**src/rtl/riscy_arb_pkg.sv**
```systemverilog
// rtl/riscy_arb_pkg.sv - shared types and constants for the RI5CY memory arbiter
package riscy_arb_pkg;

    typedef enum logic {
        OWN_INSTR = 1'b0,
        OWN_DATA  = 1'b1
    } owner_e;

    typedef enum logic [1:0] {
        ARB    = 2'd0,
        HOLD_I = 2'd1,
        HOLD_D = 2'd2
    } arb_state_e;

    localparam logic [3:0] INSTR_BE = 4'hF;

endpackage

```
**src/rtl/riscy_mem_arbiter_if.sv**
```systemverilog
// rtl/riscy_mem_arbiter_if.sv - fetch, LSU and memory req/gnt/rvalid bundle for the arbiter
interface riscy_mem_arbiter_if #(
    parameter int MAX_OUTSTANDING = 2,
    parameter int AW              = 32
);
    localparam int CW = $clog2(MAX_OUTSTANDING) + 1;

    logic          instr_req_i;
    logic [AW-1:0] instr_addr_i;
    logic          instr_gnt_o;
    logic          instr_rvalid_o;
    logic [31:0]   instr_rdata_o;

    logic          data_req_i;
    logic          data_we_i;
    logic [3:0]    data_be_i;
    logic [AW-1:0] data_addr_i;
    logic [31:0]   data_wdata_i;
    logic          data_gnt_o;
    logic          data_rvalid_o;
    logic [31:0]   data_rdata_o;

    logic          mem_req_o;
    logic          mem_we_o;
    logic [3:0]    mem_be_o;
    logic [AW-1:0] mem_addr_o;
    logic [31:0]   mem_wdata_o;
    logic          mem_gnt_i;
    logic          mem_rvalid_i;
    logic [31:0]   mem_rdata_i;

    logic [CW-1:0] out_cnt_o;
    logic          resp_err_o;

    modport slave (
        input  instr_req_i, instr_addr_i,
        input  data_req_i, data_we_i, data_be_i, data_addr_i, data_wdata_i,
        input  mem_gnt_i, mem_rvalid_i, mem_rdata_i,
        output instr_gnt_o, instr_rvalid_o, instr_rdata_o,
        output data_gnt_o, data_rvalid_o, data_rdata_o,
        output mem_req_o, mem_we_o, mem_be_o, mem_addr_o, mem_wdata_o,
        output out_cnt_o, resp_err_o
    );

    modport master (
        output instr_req_i, instr_addr_i,
        output data_req_i, data_we_i, data_be_i, data_addr_i, data_wdata_i,
        output mem_gnt_i, mem_rvalid_i, mem_rdata_i,
        input  instr_gnt_o, instr_rvalid_o, instr_rdata_o,
        input  data_gnt_o, data_rvalid_o, data_rdata_o,
        input  mem_req_o, mem_we_o, mem_be_o, mem_addr_o, mem_wdata_o,
        input  out_cnt_o, resp_err_o
    );

endinterface

```
**src/rtl/riscy_owner_fifo.sv**
```systemverilog
// rtl/riscy_owner_fifo.sv - in-order 1-bit FIFO recording which port owns each granted transaction
module riscy_owner_fifo #(
    parameter int DEPTH = 2,
    parameter int CW    = $clog2(DEPTH) + 1
) (
    input  logic          clk_i,
    input  logic          rst_ni,
    input  logic          push_i,
    input  logic          din_i,
    input  logic          pop_i,
    output logic          head_o,
    output logic [CW-1:0] count_o,
    output logic          full_o,
    output logic          empty_o
);
    localparam int PW = (DEPTH > 1) ? $clog2(DEPTH) : 1;

    logic [DEPTH-1:0] mem_q;
    logic [PW-1:0]    wr_q, rd_q;
    logic [CW-1:0]    cnt_q;
    logic             push_ok, pop_ok;

    function automatic logic [PW-1:0] ptr_inc(input logic [PW-1:0] p);
        return (p == PW'(DEPTH - 1)) ? '0 : p + 1'b1;
    endfunction

    assign push_ok = push_i & ~full_o;
    assign pop_ok  = pop_i & ~empty_o;

    always_ff @(posedge clk_i or negedge rst_ni) begin
        if (!rst_ni) begin
            mem_q <= '0;
            wr_q  <= '0;
            rd_q  <= '0;
            cnt_q <= '0;
        end else begin
            if (push_ok) begin
                mem_q[wr_q] <= din_i;
                wr_q        <= ptr_inc(wr_q);
            end
            if (pop_ok) begin
                rd_q <= ptr_inc(rd_q);
            end
            case ({push_ok, pop_ok})
                2'b10:   cnt_q <= cnt_q + 1'b1;
                2'b01:   cnt_q <= cnt_q - 1'b1;
                default: cnt_q <= cnt_q;
            endcase
        end
    end

    assign head_o  = mem_q[rd_q];
    assign count_o = cnt_q;
    assign full_o  = (cnt_q == CW'(DEPTH));
    assign empty_o = (cnt_q == '0);

endmodule

```
**src/rtl/riscy_mem_arbiter.sv**
```systemverilog
// rtl/riscy_mem_arbiter.sv - round-robin sharing of one memory port between RI5CY fetch and LSU
module riscy_mem_arbiter
    import riscy_arb_pkg::*;
#(
    parameter int MAX_OUTSTANDING = 2,
    parameter int AW              = 32
) (
    input  logic                clk_i,
    input  logic                rst_ni,
    riscy_mem_arbiter_if.slave  bus
);
    localparam int CW = $clog2(MAX_OUTSTANDING) + 1;

    arb_state_e    state_q, state_d;
    owner_e        last_q, last_d, sel;
    logic          req, mem_req, grant, pop;
    logic          resp_err_q;
    logic          fifo_full, fifo_empty, fifo_head;
    logic [CW-1:0] fifo_cnt;
    logic [AW-1:0] addr_sel;

    always_ff @(posedge clk_i or negedge rst_ni) begin
        if (!rst_ni) begin
            state_q    <= ARB;
            last_q     <= OWN_DATA;
            resp_err_q <= 1'b0;
        end else begin
            state_q    <= state_d;
            last_q     <= last_d;
            resp_err_q <= resp_err_q | (bus.mem_rvalid_i & fifo_empty);
        end
    end

    // A held winner stays on mem_* until granted so address/data never change mid-request.
    always_comb begin
        state_d = state_q;
        last_d  = last_q;
        sel     = OWN_INSTR;
        req     = 1'b0;
        case (state_q)
            ARB: begin
                if (!fifo_full && (bus.instr_req_i || bus.data_req_i)) begin
                    if (bus.instr_req_i && bus.data_req_i) begin
                        sel = (last_q == OWN_DATA) ? OWN_INSTR : OWN_DATA;
                    end else begin
                        sel = bus.instr_req_i ? OWN_INSTR : OWN_DATA;
                    end
                    req = 1'b1;
                    if (bus.mem_gnt_i) begin
                        last_d = sel;
                    end else begin
                        state_d = (sel == OWN_INSTR) ? HOLD_I : HOLD_D;
                    end
                end
            end
            HOLD_I: begin
                sel = OWN_INSTR;
                req = bus.instr_req_i;
                if (!bus.instr_req_i || bus.mem_gnt_i) state_d = ARB;
                if (bus.instr_req_i && bus.mem_gnt_i)  last_d  = OWN_INSTR;
            end
            HOLD_D: begin
                sel = OWN_DATA;
                req = bus.data_req_i;
                if (!bus.data_req_i || bus.mem_gnt_i) state_d = ARB;
                if (bus.data_req_i && bus.mem_gnt_i)  last_d  = OWN_DATA;
            end
            default: state_d = ARB;
        endcase
    end

    assign mem_req  = req & rst_ni;
    assign grant    = mem_req & bus.mem_gnt_i;
    assign pop      = bus.mem_rvalid_i & ~fifo_empty & rst_ni;
    assign addr_sel = (sel == OWN_INSTR) ? bus.instr_addr_i : bus.data_addr_i;

    riscy_owner_fifo #(
        .DEPTH (MAX_OUTSTANDING),
        .CW    (CW)
    ) u_owner_fifo (
        .clk_i   (clk_i),
        .rst_ni  (rst_ni),
        .push_i  (grant),
        .din_i   (sel),
        .pop_i   (pop),
        .head_o  (fifo_head),
        .count_o (fifo_cnt),
        .full_o  (fifo_full),
        .empty_o (fifo_empty)
    );

    assign bus.mem_req_o   = mem_req;
    assign bus.mem_addr_o  = addr_sel;
    assign bus.mem_we_o    = (sel == OWN_DATA) & bus.data_we_i;
    assign bus.mem_be_o    = (sel == OWN_INSTR) ? INSTR_BE : bus.data_be_i;
    assign bus.mem_wdata_o = (sel == OWN_INSTR) ? 32'h0 : bus.data_wdata_i;

    assign bus.instr_gnt_o    = grant & (sel == OWN_INSTR);
    assign bus.data_gnt_o     = grant & (sel == OWN_DATA);
    assign bus.instr_rvalid_o = pop & (fifo_head == OWN_INSTR);
    assign bus.data_rvalid_o  = pop & (fifo_head == OWN_DATA);
    assign bus.instr_rdata_o  = rst_ni ? bus.mem_rdata_i : 32'h0;
    assign bus.data_rdata_o   = rst_ni ? bus.mem_rdata_i : 32'h0;

    assign bus.out_cnt_o  = fifo_cnt;
    assign bus.resp_err_o = resp_err_q;

endmodule

```
**src/flat_wrapper.sv**
```systemverilog
// flat-port wrapper written by rule: the top's interface ports become plain ports
module riscy_mem_arbiter_flat import riscy_arb_pkg::*;
#(
    parameter int MAX_OUTSTANDING = 2,
    parameter int AW              = 32
)
  (clk_i, rst_ni, bus_instr_req_i, bus_instr_addr_i, bus_data_req_i, bus_data_we_i, bus_data_be_i, bus_data_addr_i, bus_data_wdata_i, bus_mem_gnt_i, bus_mem_rvalid_i, bus_mem_rdata_i, bus_instr_gnt_o, bus_instr_rvalid_o, bus_instr_rdata_o, bus_data_gnt_o, bus_data_rvalid_o, bus_data_rdata_o, bus_mem_req_o, bus_mem_we_o, bus_mem_be_o, bus_mem_addr_o, bus_mem_wdata_o, bus_out_cnt_o, bus_resp_err_o);
  riscy_mem_arbiter_if #(.MAX_OUTSTANDING(MAX_OUTSTANDING), .AW(AW)) bus_i ();
  input  logic clk_i;
  input  logic rst_ni;
  input wire logic [$bits(bus_i.instr_req_i)-1:0] bus_instr_req_i;
  input wire logic [$bits(bus_i.instr_addr_i)-1:0] bus_instr_addr_i;
  input wire logic [$bits(bus_i.data_req_i)-1:0] bus_data_req_i;
  input wire logic [$bits(bus_i.data_we_i)-1:0] bus_data_we_i;
  input wire logic [$bits(bus_i.data_be_i)-1:0] bus_data_be_i;
  input wire logic [$bits(bus_i.data_addr_i)-1:0] bus_data_addr_i;
  input wire logic [$bits(bus_i.data_wdata_i)-1:0] bus_data_wdata_i;
  input wire logic [$bits(bus_i.mem_gnt_i)-1:0] bus_mem_gnt_i;
  input wire logic [$bits(bus_i.mem_rvalid_i)-1:0] bus_mem_rvalid_i;
  input wire logic [$bits(bus_i.mem_rdata_i)-1:0] bus_mem_rdata_i;
  output wire logic [$bits(bus_i.instr_gnt_o)-1:0] bus_instr_gnt_o;
  output wire logic [$bits(bus_i.instr_rvalid_o)-1:0] bus_instr_rvalid_o;
  output wire logic [$bits(bus_i.instr_rdata_o)-1:0] bus_instr_rdata_o;
  output wire logic [$bits(bus_i.data_gnt_o)-1:0] bus_data_gnt_o;
  output wire logic [$bits(bus_i.data_rvalid_o)-1:0] bus_data_rvalid_o;
  output wire logic [$bits(bus_i.data_rdata_o)-1:0] bus_data_rdata_o;
  output wire logic [$bits(bus_i.mem_req_o)-1:0] bus_mem_req_o;
  output wire logic [$bits(bus_i.mem_we_o)-1:0] bus_mem_we_o;
  output wire logic [$bits(bus_i.mem_be_o)-1:0] bus_mem_be_o;
  output wire logic [$bits(bus_i.mem_addr_o)-1:0] bus_mem_addr_o;
  output wire logic [$bits(bus_i.mem_wdata_o)-1:0] bus_mem_wdata_o;
  output wire logic [$bits(bus_i.out_cnt_o)-1:0] bus_out_cnt_o;
  output wire logic [$bits(bus_i.resp_err_o)-1:0] bus_resp_err_o;
  assign bus_i.instr_req_i = bus_instr_req_i;
  assign bus_i.instr_addr_i = bus_instr_addr_i;
  assign bus_i.data_req_i = bus_data_req_i;
  assign bus_i.data_we_i = bus_data_we_i;
  assign bus_i.data_be_i = bus_data_be_i;
  assign bus_i.data_addr_i = bus_data_addr_i;
  assign bus_i.data_wdata_i = bus_data_wdata_i;
  assign bus_i.mem_gnt_i = bus_mem_gnt_i;
  assign bus_i.mem_rvalid_i = bus_mem_rvalid_i;
  assign bus_i.mem_rdata_i = bus_mem_rdata_i;
  assign bus_instr_gnt_o = bus_i.instr_gnt_o;
  assign bus_instr_rvalid_o = bus_i.instr_rvalid_o;
  assign bus_instr_rdata_o = bus_i.instr_rdata_o;
  assign bus_data_gnt_o = bus_i.data_gnt_o;
  assign bus_data_rvalid_o = bus_i.data_rvalid_o;
  assign bus_data_rdata_o = bus_i.data_rdata_o;
  assign bus_mem_req_o = bus_i.mem_req_o;
  assign bus_mem_we_o = bus_i.mem_we_o;
  assign bus_mem_be_o = bus_i.mem_be_o;
  assign bus_mem_addr_o = bus_i.mem_addr_o;
  assign bus_mem_wdata_o = bus_i.mem_wdata_o;
  assign bus_out_cnt_o = bus_i.out_cnt_o;
  assign bus_resp_err_o = bus_i.resp_err_o;
  riscy_mem_arbiter #(.MAX_OUTSTANDING(MAX_OUTSTANDING), .AW(AW)) u_core (.clk_i(clk_i), .rst_ni(rst_ni), .bus(bus_i));
endmodule
```
**config.mk**
```make
export PLATFORM = sky130hd
export DESIGN_NAME = riscy_mem_arbiter_flat
export DESIGN_NICKNAME = d
export VERILOG_FILES = /design/src/rtl/riscy_arb_pkg.sv /design/src/rtl/riscy_mem_arbiter_if.sv /design/src/rtl/riscy_owner_fifo.sv /design/src/rtl/riscy_mem_arbiter.sv /design/src/flat_wrapper.sv
export SDC_FILE = /design/constraint.sdc
export NUM_CORES = 1
export LEC_CHECK = 0
export BUFFER_PORTS_ARGS = -buffer_cell sky130_fd_sc_hd__buf_2
export CAP_MARGIN = 5
export CORE_AREA = 2 2 107 109
export CTS_BUF_LIST = sky130_fd_sc_hd__clkbuf_16
export DETAILED_ROUTE_END_ITERATION = 12
export DIE_AREA = 0 0 109 111
export MAX_ROUTING_LAYER = met4
export PLACE_DENSITY = 0.51
export SLEW_MARGIN = 20
export SYNTH_ARGS = -nofsm -noshare
export SYNTH_HDL_FRONTEND = slang
export SYNTH_SLANG_ARGS = --single-unit
```
**constraint.sdc**
```tcl
create_clock -name clk_i -period 3.3 [get_ports clk_i]
set_clock_uncertainty 0.1 [all_clocks]
set_input_delay 0.66 -clock clk_i [delete_from_list [all_inputs] [get_ports clk_i]]
set_output_delay 0.66 -clock clk_i [all_outputs]
set_load 0.01 [all_outputs]
```
==> results.yml, run 1 <==
sta:
  period_utilization_pct: 89.0
  rsz0062_at_grt: "no"
  clock.fmax_ghz: 0.341
  worst_pin_slew_ps: 443
  tns_ps: 0
  max_slew_margin_pct: 70.1
  timing.final.hold_violations: 0
  final_report_max_slew_violation_count: 0
  finalSetupViolCount: 0
  final_critical_path_required_period_ps: 2940
critical_path:
  arrival_time_at_the_worst_endpoint_ps: 2180
  critPathKind: "reg -> out"
  crit-reg2reg-launch: "u_core.state_q[0]$_DFFE_PN0P_"
  cp_required_ps: 2540
  reg2reg_setup_slack_ps: 820
  worst_r2r_path_depth: 9
  r2r-end: "u_core.u_owner_fifo.count_o[1]$_DFFE_PN0P_"
  cp-start-kind: "flop"
  worst_setup_path_end_kind: "output pin"
  crit_fanout: 69
placed_design:
  finalWeightedCongestion: 0.751
  port-buffer-count: 279
  placed_wire_length_estimate_after_detailed_placement_um: 6200
  dpl-instance-area_um2: 3090
  placed_cells_incl_taps: 594
logic_synthesis:
  main_combinational_cell_family_by_area_after_synthesis: "simple AND/OR/NAND/NOR gates"
  synth-async-reset-ratio_pct: 100
  mappedNetlistNets: 357
  ys_seq_elements: 10
  synth_warnings: 0
  post_synth_fa_ha_maj_area_fraction_pct: 3.48
  synth_enable_flop_cells: 0
  syn_area_per_cell_um2: 8.43
  synth_top_cell_area_share_pct: 21.3
  syn-cell-area_um2: 1800
  synth-compound-area-share_pct: 6.90
  synth_common_cells: "sky130_fd_sc_hd__mux2_2 (34), sky130_fd_sc_hd__and2_1 (32), sky130_fd_sc_hd__buf_4 (32)"
  synth_seq_area_share_pct: 14.0
  synth_area_leaders: "sky130_fd_sc_hd__mux2_2 (21%), sky130_fd_sc_hd__buf_4 (13%), sky130_fd_sc_hd__dfrtp_1 (13%)"
  share_of_cell_area_taken_by_muxes_after_synthesis_pct: 23.0
  post_synthesis_instance_total: 213
  synth.distinct_cells: 36
  synth-simple-area-share_pct: 31.2
  yosys.cell_count.top_type: "sky130_fd_sc_hd__mux2_2"
  synth_flop_cell: "sky130_fd_sc_hd__dfrtp_1"
  cell_accounting_for_the_most_synthesized_area: "sky130_fd_sc_hd__mux2_2"
  synthXorXnorAreaFrac_pct: 2.44
status:
  status: "completed"
finish:
  inserted_diodes: 0
  design_area_um2: 3170
  final.fill_count: 1210
  layout-area-overhead-vs-synth_pct: 76.6
  finalNetCount: 600
  drive_above_1_share_pct: 71.4
  stdcell_count: 598
flow_run:
  maxCapViolCount: 0
clocking:
  ctsResizeCount: 0
  hold_buffers: 0
  clock_latency_ps: 240
  cts.repair_timing.setup_buffer_count: 0
  cts-buffers-inserted: 3
  clockRootBuffer: "sky130_fd_sc_hd__clkbuf_16"
  ctsHtreeMaxLevel: 1
  clockBufferDepth: 2
  tritoncts: "done"
  cts.sink_count: 10
  worst_setup_hold_path_clk_slew_ps: 40
global_routing:
  global_route.usage.total_pct: 10.6
  grt_pass1_wl_um: 10100
  grt_antenna_before_repair: 0
  maximum_number_of_pins_on_one_net_before_global_route_repair: 70
  grt-ovfl-total: 0
  grt_pass1_vias: 2031
die:
  design.core.area_um2: 11100
  die_height_um: 111
  floorplan.io_pins: 280
  die_w_um: 109
  std_cell_rows: 39
  floorplan.die_area_um2: 12100
  start_util_pct: 16.2
detailed_routing:
  drcViolationCount: 0
  first_drt_pass_iteration_count: 4
  postRouteWirelength_um: 7030
  wl_per_cell_um: 11.8
  drtIter0Drc: 38
  via_count: 2246
  postRouteAntennaNets: 0
  route.detailed.vias_per_inst: 3.76
worst_hold_path:
  hold_path_class: "in -> async"
pwr:
  power_density_nw_per_um2: 650
  cellLeakagePower_uw: 0.00190
  power.ir.vdd_worst_mv: 0.353
## area by class of cell
type / count / area, µm² / area share, %
well taps: 143 / 179 / 5.64
inverters: 9 / 33.8 / 1.07
clock inverters: 1 / 3.75 / 0.118
multi-input cells: 151 / 1200 / 38.0
flip-flops and latches: 10 / 251 / 7.93
clock buffers: 3 / 75.1 / 2.37
repair buffers: 281 / 1420 / 44.9
## layout by cell type (no fill, tap or decap), drive strengths merged
| cell | n |
|---|---|
| a221oi | 1 |
| nand2b | 1 |
| nor3 | 2 |
| a22oi | 1 |
| and2 | 32 |
| mux2i | 3 |
| or3 | 1 |
| o221ai | 1 |
| nand3 | 1 |
| ha | 5 |
| o32a | 1 |
| nor2 | 7 |
| buf | 281 |
| or2 | 4 |
| and2b | 21 |
| clkinv | 1 |
| inv | 9 |
| dfrtp | 9 |
| clkbuf | 3 |
| nand2 | 3 |
| xor2 | 1 |
| a41oi | 1 |
| nor3b | 2 |
| a31oi | 1 |
| or4 | 1 |
| xnor2 | 4 |
| nor2b | 14 |
| o211ai | 3 |
| mux2 | 34 |
| dfstp | 1 |
| o31a | 1 |
| a21o | 1 |
| o21ai | 4 |
## sequential cells by signal (all words and copies together) (netlist names)
register	count
u_core.state_q	2
u_core.u_owner_fifo.wr_q	1
u_core.bus.resp_err_o	1
u_core.u_owner_fifo.count_o	2
u_core.last_q	1
u_core.u_owner_fifo.mem_q	2
u_core.u_owner_fifo.rd_q	1
## where the power goes
| part | internal [µW] | switching [µW] |
|---|---|---|
| Clock | 159 | 58.9 |
| Sequential | 184 | 55.8 |
| Combinational | 802 | 802 |
## worst max path at each step
stage	start	endpoint	slack, ps	depth (start not counted)
detailed placement	bus_data_req_i	bus_mem_addr_o[6]	380	7
finish	u_core.state_q[0]$_DFFE_PN0P_	bus_mem_addr_o[6]	360	6
global placement	bus_data_req_i	bus_mem_addr_o[6]	390	7
global route	u_core.u_owner_fifo.count_o[1]$_DFFE_PN0P_	bus_mem_addr_o[6]	220	6
CTS	u_core.state_q[0]$_DFFE_PN0P_	bus_mem_addr_o[6]	360	6
floorplan	bus_data_req_i	bus_instr_gnt_o	800	5
## per-stage QoR
step	setup WS, ps	utilization [%]	total power [µW]	hold slack, ps
after floorplan	804	-	1340	264
after global placement	391	27.9	1850	348
after detailed placement	378	27.9	1860	349
after CTS	364	28.6	2090	188
after global routing	218	28.6	2230	200
final	364	28.6	2060	179
## kinds of logic after synthesis
family	Yosys count
AOI/OAI and AO/OA	15
buffers and inverters	52
and+or+nand+nor	89
DFF	10
muxes	37
xor gates and xnor gates	5
adders and majority gates	5
## layer usage
metal  global-route usage (%)  vias up  wire, µm
met1                     13.7      998      2950
li1                         -     1153         -
met5                        -        -         0
met2                     17.9       91      3540
met4                     1.54        0        34
met3                     1.41        4       507
## worst max-delay path: stages (launching register included)
cell and delay, ps:
sky130_fd_sc_hd__dfrtp_1 400, sky130_fd_sc_hd__inv_1 100, sky130_fd_sc_hd__ha_1 320, sky130_fd_sc_hd__a31oi_4 250, sky130_fd_sc_hd__buf_12 290, sky130_fd_sc_hd__mux2_2 380, sky130_fd_sc_hd__buf_2 150
Power figures use the tool's default switching activity.
==> run 2: changes to the inputs <==
--- a/config.mk
+++ b/config.mk
@@ -8,7 +8,6 @@
 export BUFFER_PORTS_ARGS = -buffer_cell sky130_fd_sc_hd__buf_2
 export CAP_MARGIN = 5
 export CORE_AREA = 2 2 107 109
-export CTS_BUF_LIST = sky130_fd_sc_hd__clkbuf_16
 export DETAILED_ROUTE_END_ITERATION = 12
 export DIE_AREA = 0 0 109 111
 export MAX_ROUTING_LAYER = met4
@@ -17,3 +16,4 @@
 export SYNTH_ARGS = -nofsm -noshare
 export SYNTH_HDL_FRONTEND = slang
 export SYNTH_SLANG_ARGS = --single-unit
+export TNS_END_PERCENT = 10
==> constraint.sdc (replaced) <==
create_clock -name clk_i -period 2.89 [get_ports clk_i]
set_clock_uncertainty 0.1 [all_clocks]
set_input_delay 0.578 -clock clk_i [delete_from_list [all_inputs] [get_ports clk_i]]
set_output_delay 0.578 -clock clk_i [all_outputs]
set_load 0.01 [all_outputs]
==> results.yml, run 2 (synthesis gave the netlist of run 1 again) <==
placed_design:
  placed_cells_incl_taps: 596
  dpl-instance-area_um2: 3110
  port-buffer-count: 279
  dpl_worst_slack_ps: 232
  finalWeightedCongestion: 0.769
  placed_wire_length_estimate_after_detailed_placement_um: 6260
critical_path:
  worst_setup_path_end_kind: "output pin"
  critPathKind: "reg -> out"
  worst_r2r_path_depth: 9
  worst_path_largest_cell_delay_ps: 390
  critPathSlowestCell: "sky130_fd_sc_hd__dfrtp_1"
  cp.buffers_inverters: 3
  reg2reg_setup_slack_ps: 380
  total_stage_count_of_the_critical_path: 6
  cp-start-kind: "flop"
  path_cells: "inv_1 -> ha_1 -> a31oi_4 -> buf_12 -> mux2_2 -> buf_2"
  crit_fanout: 52
  timing.critical_path.max_delay_family: "buffers and inverters"
  cp_required_ps: 2210
  arrival_time_at_the_worst_endpoint_ps: 2070
pwr:
  cellLeakagePower_uw: 0.00191
  power_density_nw_per_um2: 755
  power.ir.vdd_worst_mv: 0.434
die:
  design.core.area_um2: 11100
  floorplan.die_area_um2: 12100
  std_cell_rows: 39
  start_util_pct: 16.2
  die_height_um: 111
  floorplan.io_pins: 280
  die_w_um: 109
finish:
  drive_above_1_share_pct: 71.8
  layout_commonest_cell: "sky130_fd_sc_hd__buf_2"
  design_area_um2: 3200
  layout-area-overhead-vs-synth_pct: 78.0
  inserted_diodes: 0
  stdcell_count: 600
  finalNetCount: 602
  layout_common_cells: "sky130_fd_sc_hd__buf_2 (279), sky130_fd_sc_hd__mux2_2 (34), sky130_fd_sc_hd__and2_1 (32), sky130_fd_sc_hd__and2b_1 (21), sky130_fd_sc_hd__nor2b_1 (13)"
detailed_routing:
  route.detailed.vias_per_inst: 3.87
  postRouteAntennaNets: 0
  drtIter0Drc: 52
  postRouteWirelength_um: 7130
  first_drt_pass_iteration_count: 4
  wl_per_cell_um: 11.9
  drcViolationCount: 0
  via_count: 2320
clocking:
  clock_latency_ps: 240
  worst_setup_hold_path_clk_slew_ps: 40
  clockRootBuffer: "sky130_fd_sc_hd__clkbuf_16"
  ctsResizeCount: 0
  cts.sink_count: 10
  cts-buffers-inserted: 3
  tritoncts: "done"
  hold_buffers: 0
  ctsHtreeMaxLevel: 1
  cts.repair_timing.setup_buffer_count: 0
  clockBufferDepth: 2
sta:
  final_critical_path_required_period_ps: 2750
  period_utilization_pct: 95.0
  worst_hold_slack_ps: 197
  rsz0062_at_grt: "no"
  finalSetupViolCount: 0
  setup_ws_ps: 143
  worst_pin_slew_ps: 421
  tns_ps: 0
  final_report_max_slew_violation_count: 0
  clock.fmax_ghz: 0.364
  max_slew_margin_pct: 71.6
  timing.final.hold_violations: 0
global_routing:
  grt_pass1_wl_um: 9830
  global_route.usage.total_pct: 10.3
  grt-ovfl-total: 0
  grt_antenna_before_repair: 0
  maximum_number_of_pins_on_one_net_before_global_route_repair: 53
  grt_pass1_vias: 1988
status:
  status: "completed"
worst_hold_path:
  hold_path_class: "in -> async"
flow_run:
  maxCapViolCount: 0
==> run 2: cell types whose count changed in the layout (fill, tap and decap cells not counted) <==
cell,previous run,this run
sky130_fd_sc_hd__clkbuf_8,0,1
sky130_fd_sc_hd__buf_4,1,3
sky130_fd_sc_hd__clkinv_1,1,0
==> run 2: final cells by class <==
class | instances | area [µm²]
sequential | 10 | 251
inverter | 9 | 33.8
fill | 1232 | 7880
tap | 143 | 179
multi-input combinational | 151 | 1200
clock buffer | 4 | 88.8
timing repair buffer | 283 | 1440
==> run 2: per-layer routing <==
| metal | global-route usage [%] | routed length (µm) |
|---|---|---|
| met1 | 13.0 | 2960 |
| met2 | 17.8 | 3640 |
| met3 | 1.35 | 497 |
| met4 | 1.37 | 36 |
| met5 | - | 0 |
==> run 2: final timing paths <==
path	end	startpoint
min	u_core.state_q[0]$_DFFE_PN0P_	rst_ni
max in group asynchronous	u_core.last_q$_DFFE_PN1P_	rst_ni
max	bus_mem_addr_o[30]	u_core.state_q[0]$_DFFE_PN0P_
min in group clk_i	u_core.bus.resp_err_o$_DFF_PN0_	u_core.bus.resp_err_o$_DFF_PN0_
min reg2reg	u_core.bus.resp_err_o$_DFF_PN0_	u_core.bus.resp_err_o$_DFF_PN0_
max reg2reg	u_core.u_owner_fifo.count_o[1]$_DFFE_PN0P_	u_core.state_q[0]$_DFFE_PN0P_
==> run 2: report_power, final <==
part | internal [µW] | leakage [µW] | switching (µW)
sequential | 210 | 0.000116 | 64.5
clock | 208 | 0.0000442 | 68.1
combinational | 929 | 0.00175 | 933
==> run 2: worst reg2reg max path, delay by kind of cell (launching register included) <==
family / cells / cell delay (ps)
flip-flops: 1 / 410
AND/OR/NAND/NOR: 2 / 440
XOR/XNOR: 2 / 290
adder cells (fa/ha/maj): 2 / 570
buffers and inverters: 2 / 200
AO/OA/AOI/OAI: 1 / 370
==> run 2: stage by stage <==
step | util [%] | total power [µW]
detailed placement | 28.0 | 2150
global route | 28.8 | 2600
CTS | 28.8 | 2440
finish | 28.8 | 2410
global placement | 28.0 | 2130
floorplan | - | 1520
==> run 3: changes to the inputs <==
--- a/config.mk
+++ b/config.mk
@@ -12,8 +12,8 @@
 export DIE_AREA = 0 0 109 111
 export MAX_ROUTING_LAYER = met4
 export PLACE_DENSITY = 0.51
+export REMOVE_ABC_BUFFERS = 1
 export SLEW_MARGIN = 20
 export SYNTH_ARGS = -nofsm -noshare
 export SYNTH_HDL_FRONTEND = slang
 export SYNTH_SLANG_ARGS = --single-unit
-export TNS_END_PERCENT = 10
==> results.yml, run 3 (synthesis gave the netlist of run 1 again) <==
status:
  status: "completed"
clocking:
  cts-buffers-inserted: 3
  clockBufferDepth: 2
  clock_latency_ps: 240
  clockRootBuffer: "sky130_fd_sc_hd__clkbuf_16"
  hold_buffers: 0
  tritoncts: "done"
  cts.sink_count: 10
  ctsHtreeMaxLevel: 1
  worst_setup_hold_path_clk_slew_ps: 40
pwr:
  power.ir.vdd_worst_mv: 0.355
  switching_power_of_the_nets_uw: 1130
  power_density_nw_per_um2: 793
  power_frac_seq_pct: 9.9
  clock_power_share_pct: 10.6
  cellLeakagePower_uw: 0.00195
  combPwrFrac_pct: 79.4
  total_internal_power_uw: 1470
  switching_part_of_the_total_pct: 43.5
critical_path:
  worst_r2r_path_depth: 8
  cp-start-kind: "input pin"
  worst_path_largest_cell_delay_ps: 340
  path_cells: "buf_2 -> inv_1 -> o21ai_1 -> a31oi_4 -> buf_4 -> clkbuf_16 -> or2_2 -> buf_2"
  crit-reg2reg-launch: "u_core.state_q[1]$_DFFE_PN0P_"
  critPathSlowestCell: "sky130_fd_sc_hd__o21ai_1"
  worst_setup_path_end_kind: "output pin"
  worst_setup_startpoint: "bus_data_req_i"
  cp_required_ps: 2210
  arrival_time_at_the_worst_endpoint_ps: 2100
  critPathKind: "in -> out"
  worst_setup_path_endpoint: "bus_mem_be_o[1]"
  r2r-end: "u_core.u_owner_fifo.count_o[1]$_DFFE_PN0P_"
  reg2reg_setup_slack_ps: 470
  crit_fanout: 22
  cp_common_cell: "sky130_fd_sc_hd__buf_2"
placed_design:
  finalWeightedCongestion: 0.895
  dpl-instance-area_um2: 3140
  placed_wire_length_estimate_after_detailed_placement_um: 7760
  port-buffer-count: 279
global_routing:
  grt_antenna_before_repair: 0
  grt_pass1_wl_um: 12000
  grt_pass1_vias: 2352
  global_route.usage.total_pct: 13.2
  grt-ovfl-total: 0
  maximum_number_of_pins_on_one_net_before_global_route_repair: 46
finish:
  layout_commonest_cell: "sky130_fd_sc_hd__buf_2"
  multi_input_area_um2: 1210
  utilization_pct: 29.5
  inserted_diodes: 0
  layout-area-overhead-vs-synth_pct: 82.3
  finalNetCount: 608
  layout_common_cells: "sky130_fd_sc_hd__buf_2 (279), sky130_fd_sc_hd__mux2_2 (34), sky130_fd_sc_hd__and2_1 (32), sky130_fd_sc_hd__and2b_1 (21), sky130_fd_sc_hd__nor2b_1 (13)"
  layout.area.seq_um2: 251
  drive_above_1_share_pct: 72.4
  design_area_um2: 3270
  final.fill_count: 1210
sta:
  period_utilization_pct: 96.3
  timing.final.hold_violations: 0
  final_critical_path_required_period_ps: 2780
  tns_ps: 0
  finalSetupViolCount: 0
  worst_hold_slack_ps: 214
  final_report_max_slew_violation_count: 0
  max_slew_margin_pct: 69.7
  rsz0062_at_grt: "no"
  worst_pin_slew_ps: 449
  clock.fmax_ghz: 0.359
die:
  floorplan.die_area_um2: 12100
  start_util_pct: 16.2
  std_cell_rows: 39
  die_height_um: 111
  die_w_um: 109
  design.core.area_um2: 11100
  floorplan.io_pins: 280
detailed_routing:
  first_drt_pass_iteration_count: 4
  route.detailed.vias_per_inst: 3.97
  via_count: 2406
  postRouteWirelength_um: 8640
  wl_per_cell_um: 14.3
  postRouteAntennaNets: 0
  drtIter0Drc: 55
  drcViolationCount: 0
flow_run:
  maxCapViolCount: 0
worst_hold_path:
  hold_path_class: "in -> async"
==> run 3: what timing repair did <==
item                       in CTS  in global routing
gates resized for setup         0                  1
setup buffers                   0                  2
setup endpoints to repair       0                 19
==> run 3: worst max-delay path: cells and delay by family <==
| kind | cells | cell delay, ps |
|---|---|---|
| AND/OR/NAND/NOR | 1 | 280 |
| buffers and inverters | 5 | 680 |
| AO/OA/AOI/OAI | 2 | 560 |
==> run 3: routing by layer <==
metal	vias to the layer above	track usage [%]	wire, µm
met5	-	-	0
met4	0	2.91	73
met3	4	0.999	702
met2	168	26.1	4770
met1	1066	13.8	3090
li1	1168	-	-
==> run 3: layout make-up <==
cell class,instances,share of cell area (%)
Multi-Input combinational cell,151,36.9
Clock buffer,4,2.71
Inverter,9,1.03
Timing Repair Buffer,289,46.3
Tap cell,143,5.47
Sequential cell,10,7.68
==> run 3: how the worst min path moves through the flow <==
stage	start	endpoint	slack [ps]
global route	rst_ni	u_core.state_q[1]$_DFFE_PN0P_	240
detailed placement	u_core.bus.resp_err_o$_DFF_PN0_	u_core.bus.resp_err_o$_DFF_PN0_	350
global placement	u_core.bus.resp_err_o$_DFF_PN0_	u_core.bus.resp_err_o$_DFF_PN0_	340
CTS	rst_ni	u_core.state_q[0]$_DFFE_PN0P_	230
finish	rst_ni	u_core.state_q[1]$_DFFE_PN0P_	210
floorplan	rst_ni	u_core.bus.resp_err_o$_DFF_PN0_	180
==> run 3: stage by stage <==
stage	setup WS (ps)	cells	total power, µW
floorplan	-59.1	170	1410
global placement	184	599	2230
detailed placement	125	599	2260
CTS	49.3	603	2550
global route	16.6	606	2770
finish	108	606	2590
==> run 3: power groups by stage <==
| stage | Sequential (µW) | Clock [µW] | Combinational, µW |
|---|---|---|---|
| final | 258 | 276 | 2060 |
| after global routing | 270 | 286 | 2220 |
| after CTS | 259 | 280 | 2010 |
| after detailed placement | 261 | 0 | 2000 |
| after global placement | 257 | 0 | 1970 |
| after floorplan | 269 | 0 | 1140 |
